===== config.mk =====
export PLATFORM = sky130hd
export DESIGN_NAME = cdb_arbiter
export DESIGN_NICKNAME = d
export VERILOG_FILES = /design/src/rtl/cdb_arbiter.sv
export SDC_FILE = /design/constraint.sdc
export NUM_CORES = 1
export LEC_CHECK = 0
export CELL_PAD_IN_SITES_DETAIL_PLACEMENT = 1
export CELL_PAD_IN_SITES_GLOBAL_PLACEMENT = 2
export CORE_MARGIN = 2
export CORE_UTILIZATION = 28
export DETAILED_ROUTE_END_ITERATION = 6
export PLACE_DENSITY_LB_ADDON = 0.1
export SLEW_MARGIN = 20
export SYNTH_ARGS = -nofsm -noshare
export SYNTH_HDL_FRONTEND = slang
export SYNTH_SLANG_ARGS = --single-unit
export TNS_END_PERCENT = 1

===== constraint.sdc =====
create_clock -name clk -period 2.8 [get_ports clk]
set_input_delay 0.84 -clock clk [delete_from_list [all_inputs] [get_ports clk]]
set_output_delay 0.84 -clock clk [all_outputs]
set_load 0.005 [all_outputs]

===== src/rtl/cdb_arbiter.sv =====
// Round-robin arbiter granting one functional-unit output buffer per cycle onto the
// common data bus, with per-requester wait counters for starvation diagnostics.
`timescale 1ns/1ps
module cdb_arbiter #(
    parameter int N_REQ     = 4,
    parameter int PTR_WIDTH = $clog2(N_REQ)
) (
    input  logic                 clk,
    input  logic                 reset,
    input  logic [N_REQ-1:0]     request,
    input  logic                 rob_ready,
    input  logic                 flush,
    output logic [N_REQ-1:0]     permit,
    output logic                 cdb_valid,
    output logic [PTR_WIDTH-1:0] grant_idx,
    output logic [N_REQ-1:0]     starved
);

    localparam int                   CW        = PTR_WIDTH + 1;
    localparam logic [CW-1:0]        STARVE_TH = CW'(N_REQ);
    localparam logic [CW-1:0]        WAIT_MAX  = '1;
    localparam logic [PTR_WIDTH-1:0] LAST_IDX  = PTR_WIDTH'(N_REQ - 1);

    logic [PTR_WIDTH-1:0] r_ptr;
    logic [CW-1:0]        r_wait [N_REQ];

    logic                 w_found;
    logic                 w_grant;
    logic [PTR_WIDTH-1:0] w_winner;
    int                   w_scan;

    // Scan upward from the pointer, wrapping, and take the first requester seen.
    always_comb begin
        // NOTE: every variable gets a default before the loop so no path infers a latch.
        w_found  = 1'b0;
        w_winner = '0;
        w_scan   = 0;
        for (int k = 0; k < N_REQ; k++) begin
            w_scan = int'(r_ptr) + k;
            if (w_scan >= N_REQ) w_scan = w_scan - N_REQ;
            if (!w_found && request[w_scan[PTR_WIDTH-1:0]]) begin
                w_found  = 1'b1;
                w_winner = w_scan[PTR_WIDTH-1:0];
            end
        end
    end

    // Reset gates the grant directly so a transfer in flight drops the instant reset falls.
    assign w_grant = reset && !flush && rob_ready && w_found;

    always_comb begin
        permit = '0;
        if (w_grant) permit[w_winner] = 1'b1;
        cdb_valid = w_grant;
        grant_idx = w_grant ? w_winner : '0;
    end

    always_comb begin
        for (int i = 0; i < N_REQ; i++) begin
            starved[i] = reset && (r_wait[i] >= STARVE_TH);
        end
    end

    always_ff @(posedge clk or negedge reset) begin
        // NOTE: sequential state uses non-blocking assignments so every register samples pre-edge values.
        if (!reset) begin
            r_ptr <= '0;
        end else if (w_grant) begin
            r_ptr <= (w_winner == LAST_IDX) ? '0 : w_winner + 1'b1;
        end
    end

    // Counters only advance on edges where someone else actually won the bus.
    always_ff @(posedge clk or negedge reset) begin
        // NOTE: the whole counter array is reset because starved is visible right out of reset.
        if (!reset) begin
            for (int i = 0; i < N_REQ; i++) r_wait[i] <= '0;
        end else begin
            for (int i = 0; i < N_REQ; i++) begin
                if (!request[i] || permit[i]) begin
                    r_wait[i] <= '0;
                end else if (w_grant && r_wait[i] != WAIT_MAX) begin
                    r_wait[i] <= r_wait[i] + 1'b1;
                end
            end
        end
    end

endmodule

# == After elaboration in Yosys (flattened, before gate mapping) ==
# Cells that the tools add are included.
# op_classes
addsub,12
magnitude_cmp,14
eq_ne,5
n_mux,33
reduce_logical,31
# op_table
operator,count
two-way mux 3 bit,8
greater-or-equal comparator 3 bit (second input constant),7
two-way mux 2 bit,10
logical AND 1 bit,15
< comparator 2 x 3 -> 1 bit (second input constant),5
adder 3 x 1 -> 3 bit (second input constant),4
inequality test 3 bit (second input constant),4
two-way mux 1 bit,9
binary-select mux 1 bit (select 2 bit),4
zero test 1 bit,8
nonzero test 2 bit,4
subtractor 2 x 1 -> 2 bit (second input constant),4
adder 2 x 2 -> 3 bit (second input constant),2
logical OR 1 bit,4
two-way mux 4 bit,1
adder 2 x 1 -> 3 bit (second input constant),1
greater-or-equal comparator 2 x 3 -> 1 bit (second input constant),1
adder 2 x 1 -> 2 bit (second input constant),1
demux 1 bit (select 2 bit),1
equality test 2 bit (second input constant),1
greater-or-equal comparator 2 x 1 -> 1 bit (second input constant),1
# totals
regBits,14
input_bits,8
output_inout_bits,11
word_cells,100

# == Logic depth before layout (Yosys ltp) ==
# logic_depth
depth_word,21
ltp_mapped,8
depth_no_buf,8

# == Least setup slack after synthesis ==
# OpenSTA, ideal clock, no wires.
# synth_path
path_kind,input -> output
start,in flush
end,out permit[2]
t_arrival_ns,1.971
setup_slack_ns,-0.011
path_stages,5
n_path_buf,1
path_cell_list,nand3b_4 -> or2_1 -> buf_6 -> nor3_1 -> and2_1
# synth_via
elab_chain_cells,5
# synth_rtl
item,line,rtl
from (decl),12,"input logic flush,"
zero test 1 bit,49,assign w_grant = reset && !flush && rob_ready && w_found;
logical AND 1 bit (3 in a row),49,
two-way mux 4 bit,53,if (w_grant) permit[w_winner] = 1'b1;
to (decl),13,"output logic [N_REQ-1:0] permit,"
# No other way between the ends.

# == Final worst setup path ==
# layout_path
start,in request[2]
end,out permit[3]
# layout_via
elab_chain_cells,17
# layout_rtl
item,line,rtl
from (decl),10,"input logic [N_REQ-1:0] request,"
binary-select mux 1 bit (select 2 bit),41,if (!w_found && request[w_scan[PTR_WIDTH-1:0]]) begin
two-way mux 1 bit (not written as such),41,
two-way mux 1 bit,41,
zero test 1 bit,41,
logical AND 1 bit,41,
two-way mux 1 bit,41,
zero test 1 bit,41,
logical AND 1 bit,41,
two-way mux 1 bit,41,
zero test 1 bit,41,
logical AND 1 bit,41,
two-way mux 2 bit,41,
< comparator 2 x 3 -> 1 bit (not written as such) / greater-or-equal comparator 2 x 1 -> 1 bit (equally long branches),53,
logical AND 1 bit (not written as such),53,
two-way mux 1 bit (not written as such),53,
demux 1 bit (select 2 bit),53,
two-way mux 4 bit (*),53,
# Every way passes the cells marked *; elsewhere a longest branch is shown, timed or not. The select of a mux whose other input is x is not followed.

==> impl_metrics.ini <==
[routing]
routed_wirelength_um = 2772
ant_nets = 0
vias = 920
drt_first_iter_violations = 17
viasPerCell = 4.842
routedWlPerCell_um = 14.59
first_pass_iters = 4
drc_errors = 0

[worst_setup_path]
critPathMaxStageDelay_ns = 0.32
cp_common_cell = buf_6
worstPathRequired_ns = 1.96
crit_chain = buf_6 > buf_6 > nor4_4 > buf_4 > nor2_2 > ha_2 > and2_4 > buf_6
reg2reg_depth = 9
start_kind = input pin
path_delay_family = buffers and inverters
crit_type = in2out
cp.depth = 8
cp-end-kind = output pin
path_buf_inv = 4
arrival_ns = 2.00
cp_max_fo = 3
slowest_stage = nor4_4

[pwr]
p_per_area_nw_per_um2 = 461.1
ir_worst_vdd_mv = 0.2094
finalPower_uw = 681.3
leakage_nw = 0.7211

[floorplan]
start_util = 0.2869
coreArea_um2 = 3284
dieArea_um2 = 3845
row_count = 21
die_h_um = 62.01
fp.dieW_um = 62.01
io_pins = 19

[timing]
rsz0062_at_grt = yes
finalCriticalPeriod_ns = 2.840
setup_slack_ns = -0.03978
setup_viol = 2
drv_slew = 0
hold_viol = 0
finalClockSkew_ns = 0.01318
slew_headroom = 0.6505
worst_hold_slack_ns = 0.5073
max_freq_mhz = 352.1
tightest_slew_ns = 0.5203
period_share = 1.014

[yosys]
post-synth-top-count-cell = dfrtp_1
yosys_most_used_dff = dfrtp_1
syn_nets = 113
ys_types = 27
ys_ff_latch = 14
avgSynthCellArea_um2 = 9.814
async_reset_ff_frac = 1.000
yosysWarnings = 0
syn_inst = 96
synth.yosys.seq_area_share = 0.3718
yosys.area.top_type = dfrtp_1
synth_common_cells = dfrtp_1, ha_1, a211oi_1
netlist_area_um2 = 942.2
synth-edff-count = 0
synth_top_area_frac = 0.3718
synth_area_leaders = dfrtp_1, ha_1, a211oi_1

[final_layout]
fin_nets = 162
fin_util = 0.4499
num_antenna_cells = 0
synthToLayoutAreaGrowth_pct = 56.84
drive_above_1_share = 0.4028

[cts]
clock_path_buffers = 2
path_clk_slew_ns = 0.11
htreeDepth = 1
cts_buffers = 3
cts_tree = done
hold_buffers = 0
clock_latency_ns = 0.29
cts_sinks = 14
cts_root_buf = clkbuf_4

[placed_design]
hpwl_um = 2112
portBuffers = 18
globalplace.congestion = 0.7019

[grt]
antenna_found_initial = 0
grt_overflow = 0
grt_max_degree = 19
grt_pass1_vias = 999
grt_use_total = 0.1626
grt_pass1_wl_um = 4478

[run_status]
violations = setup timing
status = finished with violations

[hold_path]
hold_class = in2async

[flow_run]
maxCapViolCount = 0
==> report_power, final <==
part | switching, mW | internal [mW] | leakage (nW)
Sequential | 0.0259 | 0.220 | 0.189
Combinational | 0.138 | 0.141 | 0.511
Clock | 0.0770 | 0.0791 | 0.0210
Total | 0.241 | 0.440 | 0.721
==> metrics by stage <==
step | TNS, ns | setup WS (ns) | std cells | cell area [um^2]
floorplan | 0 | 0.04635 | 96 | 947.2
global placement | -7.909 | -0.9158 | 182 | 1346
detailed placement | -8.210 | -0.9230 | 182 | 1346
CTS | -0.1187 | -0.08382 | 190 | 1451
global route | -0.2170 | -0.08514 | 190 | 1478
finish | -0.05510 | -0.03978 | 190 | 1478
==> sequential cells by signal, indices dropped and copies added (netlist names) <==
register,cells
r_ptr,2
r_wait,12
==> layout by cell type, fill, tap and decap left out, types with 3 or more instances in the layout <==
master	synthesis	routed
a21oi_1	5	5
dlygate4sd2_1	0	3
a211oi_1	7	6
o211ai_1	3	3
buf_6	1	9
nor2b_4	0	3
buf_4	0	21
mux2i_1	4	4
inv_1	4	3
clkdlybuf4s50_1	0	4
nor2_2	0	3
nor3_1	6	5
nand2_1	6	6
nor2_1	6	3
and2_1	6	5
dfrtp_1	14	14
buf_2	0	6
clkbuf_4	0	3
ha_1	9	8
==> routing by layer <==
| metal | wire, um | GRT usage | vias up |
|---|---|---|---|
| met5 | 0 | 0 | - |
| met4 | 19 | 0.05471 | 0 |
| met3 | 62 | 0.02070 | 2 |
| met2 | 1581 | 0.3080 | 9 |
| met1 | 1109 | 0.1847 | 459 |
| li1 | - | - | 450 |
==> cell type report <==
cell class,count,area (um^2)
Sequential cell,14,350.3
Multi-Input combinational cell,77,628.1
Fill cell,389,1807
Clock buffer,4,36.28
Tap cell,46,57.56
Timing Repair Buffer,45,390.4
Inverter,4,15.01
==> cell families after synthesis <==
| logic type | synth area share |
|---|---|
| flops | 0.3719 |
| compound gates | 0.1713 |
| mux | 0.04250 |
| simple gates | 0.2390 |
| buf+inv | 0.02788 |
| xor+xnor | 0.02789 |
| fa+ha+maj | 0.1195 |
==> worst paths after layout <==
path	slack, ns	end	from
hold / removal	0.51	r_wait[9]	reset
setup reg to reg	0.57	r_wait[1]	r_ptr[0]
max in group asynchronous	2.15	r_wait[8]	reset
setup / recovery	-0.04	permit[3]	request[2]
hold reg to reg	0.57	r_wait[0]	r_wait[0]
min in group clk	0.57	r_wait[0]	r_wait[0]
==> timing repair <==
| item | in CTS | in global routing |
|---|---|---|
| pin swaps | 9 | 4 |
| buffers inserted | 4 | 0 |
| resized for setup | 72 | 10 |
| endpoints found under the setup margin | 12 | 7 |
(Power assumes the default switching activity.)
